**config.mk**
```make
export PLATFORM = sky130hd
export DESIGN_NAME = uart_tx_arbiter
export DESIGN_NICKNAME = d
export VERILOG_FILES = /design/src/rtl/uart_tx_arbiter_pkg.sv /design/src/rtl/uart_tx_arbiter_rr_pick.sv /design/src/rtl/uart_tx_arbiter.sv
export SDC_FILE = /design/constraint.sdc
export NUM_CORES = 1
export LEC_CHECK = 0
export BUFFER_PORTS_ARGS = -buffer_cell sky130_fd_sc_hd__clkbuf_2
export CAP_MARGIN = 20
export CORE_ASPECT_RATIO = 0.6
export CORE_MARGIN = 10
export CORE_UTILIZATION = 41
export CTS_CLUSTER_DIAMETER = 30
export DETAILED_ROUTE_END_ITERATION = 10
export PLACE_DENSITY_LB_ADDON = 0.2
export SLEW_MARGIN = 20
export SYNTH_ARGS = -nofsm -noshare
export SYNTH_HDL_FRONTEND = slang
export SYNTH_SLANG_ARGS = --single-unit
```
**constraint.sdc**
```tcl
create_clock -name clk -period 3.1 [get_ports clk]
set_input_delay 0.155 -clock clk [delete_from_list [all_inputs] [get_ports clk]]
set_output_delay 0.155 -clock clk [all_outputs]
set_load 0.01 [all_outputs]
```
**src/rtl/uart_tx_arbiter_pkg.sv**
```systemverilog
// Shared types and default sizing for the uart_tx byte-stream arbiter.
// Defaults match the downstream uart_tx FIFO.
package uart_tx_arbiter_pkg;

  typedef enum logic {
    IDLE,
    LOCK
  } arb_state_t;

  localparam int NUM_REQ_DEF    = 4;
  localparam int WIDTH_DEF      = 8;
  localparam int FIFO_DEPTH_DEF = 16;
  localparam int MAX_BURST_DEF  = 8;

endpackage

```
**src/rtl/uart_tx_arbiter_rr_pick.sv**
```systemverilog
// Round-robin priority search: first set request at or after ptr.
// Pure combinational; the lowest offset from ptr wins.
module rr_pick #(
  parameter int N  = 4,
  parameter int IW = $clog2(N)
) (
  input  logic [N-1:0]  req,
  input  logic [IW-1:0] ptr,
  output logic          found,
  output logic [IW-1:0] idx
);

  logic [IW-1:0] j;

  always_comb begin
    found = 1'b0;
    idx   = '0;
    j     = '0;
    // Walk offsets high to low so the nearest hit is written last.
    for (int k = N - 1; k >= 0; k--) begin
      j = IW'((int'(ptr) + k) % N);
      if (req[j]) begin
        found = 1'b1;
        idx   = j;
      end
    end
  end

endmodule

```
**src/rtl/uart_tx_arbiter.sv**
```systemverilog
// Arbitrates byte streams into a single uart_tx with burst-limited grants
// and credit flow control against the uart_tx FIFO depth.
module uart_tx_arbiter
  import uart_tx_arbiter_pkg::*;
#(
  parameter int NUM_REQ    = NUM_REQ_DEF,
  parameter int WIDTH      = WIDTH_DEF,
  parameter int FIFO_DEPTH = FIFO_DEPTH_DEF,
  parameter int MAX_BURST  = MAX_BURST_DEF
) (
  input  logic                        clk,
  input  logic                        rst,
  input  logic [NUM_REQ-1:0]          req_valid,
  input  logic [NUM_REQ*WIDTH-1:0]    req_data,
  input  logic [NUM_REQ-1:0]          req_last,
  output logic [NUM_REQ-1:0]          req_ready,
  output logic                        uart_wr_en,
  output logic [WIDTH-1:0]            uart_data,
  output logic                        uart_start,
  input  logic                        uart_busy,
  output logic [$clog2(NUM_REQ)-1:0]  owner,
  output logic                        owner_valid,
  output logic [$clog2(FIFO_DEPTH):0] credits_used
);

  localparam int IW = $clog2(NUM_REQ);
  localparam int CW = $clog2(FIFO_DEPTH) + 1;
  localparam int BW = $clog2(MAX_BURST + 1);

  arb_state_t    state_q, state_d;
  logic [IW-1:0] owner_d;
  logic [IW-1:0] rr_ptr, rr_d;
  logic [BW-1:0] burst_cnt, burst_d;
  logic [CW-1:0] credits_d;
  logic          busy_q;

  logic          pick_found;
  logic [IW-1:0] pick_idx;
  logic          has_room;
  logic          grant_ok;
  logic          xfer;
  logic          grant_end;
  logic          byte_done;

  logic [WIDTH-1:0] bytes [NUM_REQ];

  for (genvar i = 0; i < NUM_REQ; i++) begin : g_bytes
    assign bytes[i] = req_data[i*WIDTH +: WIDTH];
  end

  rr_pick #(
    .N (NUM_REQ)
  ) u_pick (
    .req   (req_valid),
    .ptr   (rr_ptr),
    .found (pick_found),
    .idx   (pick_idx)
  );

  assign has_room  = credits_used < CW'(FIFO_DEPTH);
  assign grant_ok  = (state_q == LOCK) && has_room && !rst;
  assign xfer      = grant_ok && req_valid[owner];
  assign grant_end = req_last[owner] ||
                     (burst_cnt == BW'(MAX_BURST - 1));
  // A busy fall with nothing outstanding is stale and ignored.
  assign byte_done = busy_q && !uart_busy &&
                     (credits_used != '0);

  assign uart_wr_en  = xfer;
  assign uart_data   = xfer ? bytes[owner] : '0;
  assign uart_start  = !rst && (credits_used != '0);
  assign owner_valid = (state_q == LOCK);

  always_comb begin
    req_ready = '0;
    if (grant_ok) req_ready[owner] = 1'b1;
  end

  always_comb begin
    state_d   = state_q;
    owner_d   = owner;
    rr_d      = rr_ptr;
    burst_d   = burst_cnt;
    credits_d = credits_used;
    unique case (state_q)
      IDLE: begin
        if (pick_found) begin
          state_d = LOCK;
          owner_d = pick_idx;
          burst_d = '0;
        end
      end
      LOCK: begin
        if (xfer) begin
          burst_d = burst_cnt + 1'b1;
          if (grant_end) begin
            state_d = IDLE;
            rr_d    = (owner == IW'(NUM_REQ - 1)) ?
                      '0 : owner + 1'b1;
          end
        end
      end
      default: state_d = IDLE;
    endcase
    unique case ({xfer, byte_done})
      2'b10:   credits_d = credits_used + 1'b1;
      2'b01:   credits_d = credits_used - 1'b1;
      default: credits_d = credits_used;
    endcase
  end

  always_ff @(posedge clk) begin
    if (rst) begin
      state_q      <= IDLE;
      owner        <= '0;
      rr_ptr       <= '0;
      burst_cnt    <= '0;
      credits_used <= '0;
      busy_q       <= 1'b0;
    end else begin
      state_q      <= state_d;
      owner        <= owner_d;
      rr_ptr       <= rr_d;
      burst_cnt    <= burst_d;
      credits_used <= credits_d;
      busy_q       <= uart_busy;
    end
  end

endmodule

```
After elaboration in Yosys (flattened, before gate mapping):

Index checks and enable logic that the tools add are counted.

* word-level logic and storage cells: 80
* bits in registers: 15
* input bits: 43
* output and inout port bits: 22

* $lt $le $gt $ge: 8
* mux-type cells: 36
* reduce and logical (&&, ||, !) cells: 15
* equal/unequal tests: 6
* $add $sub $neg: 7
* bitwise gates (word level): 2

Operators with widths (number)
* 8-bit two-way mux: 3
* 8-bit binary-select mux with 2-bit select: 1
* 2-bit by 3-bit < comparator with 1-bit output (second input constant): 5
* 1-bit two-way mux: 14
* 1-bit binary-select mux with 2-bit select: 6
* 4-bit two-way mux: 3
* 2-bit two-way mux: 5
* 5-bit case mux with 2 select lines: 1
* 4-bit case mux with 2 select lines: 1
* 1-bit logical AND: 7
* 5-bit by 1-bit adder with 5-bit output (second input constant): 1
* 5-bit < comparator (second input constant): 1
* 5-bit nonzero test: 1
* 5-bit by 1-bit subtractor with 5-bit output (second input constant): 1
* 2-bit by 1-bit adder with 2-bit output (second input constant): 2
* 2-bit adder (second input constant): 2
* 4-bit by 1-bit adder with 4-bit output (second input constant): 1
* 2-bit == test (second input constant): 2
* 4-bit by 3-bit == test with 1-bit output (second input constant): 1
* 2-bit AND reduction: 2
* 3-bit >= comparator (second input constant): 1
* 2-bit NOT with 3-bit output: 1
* 3-bit AND reduction: 1
* 1-bit demux with 2-bit select: 1
* other kinds (9): 10

Logic depth before layout (Yosys ltp):

* depth after elaboration: 9
* depth in mapped cells: 11
* mapped depth without buffers: 10

Cells and area by module:

A second synthesis with hierarchy kept.

* cell total of the unflattened synthesis: 135
* area, all modules: 1255.0 um^2

Modules (own cells, without submodules)
* uart_tx_arbiter: cells an instance 122, times used 1, area an instance 1177.4 um^2
* rr_pick: cells an instance 13, times used 1, area an instance 77.6 um^2

Least setup slack after synthesis:

Ideal clock, no wire load.

* path type: register to register
* from: reg owner[0]
* to: reg credits_used[4]
* stages on the path, launching flop included: 11
* setup slack: 0.088 ns
* path buffers: 1
* clock period less this slack: 3.012 ns
* data arrival time: 2.892 ns
* path through: dfxtp_1 -> mux4_2 -> nand2_2 -> ha_1 -> buf_2 -> xor2_1 -> ha_1 -> a21oi_1 -> or3b_2 -> a31oi_1 -> mux2_2

* word-level cells in the longest chain between the ends: 5
* elaborated cells on any way between the ends: 7
* those cells by class: 2 x eq/ne; 3 x mux; 2 x reduce/logical

Ends and longest elaborated chain
* start, declared: RTL line uart_tx_arbiter.sv:21 `output logic [$clog2(NUM_REQ)-1:0] owner,`
* start signal, assigned: RTL line uart_tx_arbiter.sv:122 `owner <= owner_d;`
* 1-bit binary-select mux with 2-bit select (*): RTL line uart_tx_arbiter.sv:62 `assign xfer = grant_ok && req_valid[owner];`
* 1-bit two-way mux (not written as such) (*): RTL line uart_tx_arbiter.sv:62
* 1-bit logical AND (*): RTL line uart_tx_arbiter.sv:62
* 2-bit by 1-bit == test with 1-bit output or 2-bit == test (tied branches): RTL line uart_tx_arbiter.sv:105 `unique case ({xfer, byte_done})`
* 5-bit case mux with 2 select lines or 2-bit nonzero test (tied branches)
* end signal, assigned: RTL line uart_tx_arbiter.sv:125 `credits_used <= credits_d;`
* end, declared: RTL line uart_tx_arbiter.sv:23 `output logic [$clog2(FIFO_DEPTH):0] credits_used`

Every way passes the cells marked *; elsewhere a longest branch is shown, timed or not. The select of a mux whose other input is x is not followed.
A chain may end at the register's enable or synchronous reset.

Worst setup path in the final report:

* from: reg credits_used[1]
* to: reg credits_used[4]

* word-level cells in the longest chain between the ends: 6
* elaborated cells on any way between the ends: 12
* those cells by class: 2 x add/sub; 1 x order compare; 2 x eq/ne; 1 x mux; 6 x reduce/logical

Ends and longest elaborated chain
* 5-bit < comparator: RTL line uart_tx_arbiter.sv:60 `assign has_room = credits_used < CW'(FIFO_DEPTH);`
* 1-bit logical AND (2 in a row): RTL line uart_tx_arbiter.sv:61 `assign grant_ok = (state_q == LOCK) && has_room && !rst;`
* 1-bit logical AND: RTL line uart_tx_arbiter.sv:62
* 2-bit by 1-bit == test with 1-bit output or 2-bit == test (tied branches): RTL line uart_tx_arbiter.sv:105
* 5-bit case mux with 2 select lines or 2-bit nonzero test (tied branches)

Parallel ways exist; a longest one is shown, timed or not.

==> impl_metrics.tcl <==
set metrics [dict create \
    via_per_inst 5.253 \
    die_h_um 62.81 \
    final_hold_viol_count 0 \
    worstPathMaxFanout 8 \
    grt_usage_pct 14.04 \
    place_congestion 0.9060 \
    wl_per_cell_um 16.92 \
    grt_pass1_wl_mm 6.713 \
    yosysMostFrequentCell "dfxtp_1" \
    powerDensity_mw_per_mm2 305.3 \
    period_needed_ns 2.864 \
    reg2reg_slack_ns 0.24 \
    tns_ns 0 \
    hold_buffers 0 \
    firstDrtPassIters 5 \
    pin_count 65 \
    drtIter0Drc 66 \
    setup_viol 0 \
    yosysWarnings 0 \
    worstMarginPinSlew_ns 0.5204 \
    ys_ff_latch 15 \
    fin_nets 255 \
    syn_to_final_growth_pct 33.97 \
    synth_edf_count 0 \
    crit_type "register to register" \
    grt_max_degree 19 \
    fillers 296 \
    routed_wl_mm 4.146 \
    cts_buffers 3 \
    clock_sinks 15 \
    avgSynthCellArea_um2 9.142 \
    async_reset_ff_share_pct 0 \
    drc 0 \
    synthFlopType "dfxtp_1" \
    slew_headroom_pct 64.99 \
    clock_latency_ns 0.25 \
    synth_top_area_cell "dfxtp_1" \
    ys_seq_area_share_pct 23.98 \
    rows 15 \
    hold_path_class "primary input to register" \
    grt_setup_unrepaired "no" \
    max-vdd-ir-drop_uv 110.5 \
    syn_area_mm2 0.001252 \
    final_layout_size_suffix_gt1_share_pct 43.84 \
    dp_hpwl_mm 3.421 \
    cp-start-kind "register" \
    grt_pass1_vias 1301 \
    initial_core_util_pct 43.33 \
    status "finished clean" \
    critPathRequiredTime_ns 3.24 \
    finalCritPeriodShare_pct 92.37 \
    cts_tree "built" \
    utilization_pct 58.05 \
    synth_cell_types 38 \
    postCtsResizedCells 0 \
    drv_slew 0 \
    netlist_instances 137 \
    arrival_ns 3.00 \
    port_buffers 64 \
    drv_cap 0 \
    root_buffer "clkbuf_8" \
    core_area_mm2 0.002890 \
    clock_skew_ns 0.001206 \
    antenna_found_initial 0 \
    diodes 0 \
    clkTransAtPathRegs_ns 0.06 \
    htree_levels 1 \
    cts_setup_buffers 0 \
    via_count 1287 \
    p_leak_nw 0.8212 \
    die_w_um 91.36 \
    die-area_mm2 0.005738 \
    grt-ovfl-total 0 \
    synth_area_leaders "dfxtp_1 24%, mux4_2 18%, ha_1 8.0%" \
    max_freq_mhz 349.2 \
    synth_commonest_cells "15 x dfxtp_1, 10 x and3_1, 10 x mux4_2, 10 x nor2_1, 9 x a21oi_1" \
    yosys.area.top_type_share_pct 23.98 \
    cts_buffer_depth 2 \
    ant_nets 0 \
    synth_nets 188 \
    cp-end-kind "register" \
]
-- per-stage QoR --
stage	hold slack (ns)	area, µm²	power, mW	worst slack [ns]	cells
finish	0.1521	1678	0.5122	0.2364	245
global route	0.1714	1678	0.5422	0.03461	245
CTS	0.1483	1673	0.5176	0.1330	245
global placement	0.4022	1628	0.3541	0.3255	241
detailed placement	0.4166	1628	0.3595	0.1847	241
floorplan	0.2832	1252	0.2963	0.08760	137
-- worst paths after layout --
check / depth (start not counted) / endpoint / start
setup / recovery: 10 / credits_used[4]$_SDFFE_PP0P_ / credits_used[1]$_SDFFE_PP0P_
hold / removal: 2 / busy_q$_SDFF_PP0_ / uart_busy
setup reg to reg: 10 / credits_used[4]$_SDFFE_PP0P_ / credits_used[1]$_SDFFE_PP0P_
hold reg to reg: 1 / burst_cnt[2]$_SDFFE_PP0P_ / burst_cnt[2]$_SDFFE_PP0P_
-- metal layers --
layer	wire, µm	global-route usage, %	share of wire, %
met4	32	2.918	0.77
met5	0	0	0
met1	1782	17.32	43
met2	2133	23.75	51
met3	198	3.837	4.8
-- placed cells by master, fill, tap and decap left out, types with 2 or more instances in the layout --
| master | count |
|---|---|
| nor2b_1 | 6 |
| nand3b_1 | 3 |
| buf_4 | 6 |
| inv_1 | 4 |
| mux2_2 | 3 |
| or3_1 | 2 |
| clkbuf_8 | 3 |
| nor3b_1 | 2 |
| nor3_1 | 2 |
| nand2_1 | 6 |
| nor2_1 | 10 |
| a31oi_1 | 3 |
| clkbuf_2 | 64 |
| nand3_1 | 2 |
| mux4_2 | 10 |
| mux2i_1 | 3 |
| and2_1 | 4 |
| o21ai_0 | 6 |
| and3_1 | 10 |
| ha_1 | 8 |
| xor2_1 | 3 |
| dfxtp_1 | 15 |
| a21oi_1 | 9 |
| nand2b_1 | 4 |
-- power by group --
group | total, mW | internal [mW] | switching (mW)
Combinational | 0.148 | 0.0759 | 0.0716
Sequential | 0.209 | 0.200 | 0.00853
Clock | 0.156 | 0.0910 | 0.0652
-- area by class of cell --
| type | instances | area, µm² | share of cell area (%) |
|---|---|---|---|
| multi-input cells | 110 | 899.6 | 53.62 |
| flip-flops and latches | 15 | 300.3 | 17.90 |
| well taps | 42 | 52.55 | 3.132 |
| inverters | 4 | 15.01 | 0.8949 |
| clock buffers | 4 | 45.04 | 2.685 |
| repair buffers | 70 | 365.4 | 21.77 |
-- cell families (layout without fill, tap and decap cells) --
| family | Yosys count | after routing | synth area share (%) |
|---|---|---|---|
| XOR/XNOR | 4 | 4 | 2.798 |
| AND/OR/NAND/NOR | 57 | 57 | 25.57 |
| adder cells (fa/ha/maj) | 8 | 8 | 7.992 |
| buffers and inverters | 12 | 78 | 4.595 |
| AO/OA/AOI/OAI | 25 | 25 | 11.99 |
| multiplexers | 16 | 16 | 23.08 |
| flip-flops | 15 | 15 | 23.98 |
-- state kept, by name, summed over array words and instances (netlist names) --
signal        cells
busy_q            1
owner             2
owner_valid       1
burst_cnt         4
credits_used      5
rr_ptr            2
-- worst max-delay path, cell delays in order, from the launching register on --
cell and delay, ns:
dfxtp_1 0.39, or3_1 0.45, nor3_2 0.18, nor3b_1 0.10, ha_1 0.21, xor2_1 0.13, ha_1 0.23, a21oi_1 0.08
or3b_2 0.45, a31oi_1 0.19, mux2_2 0.35
Power figures use the tool's default switching activity.
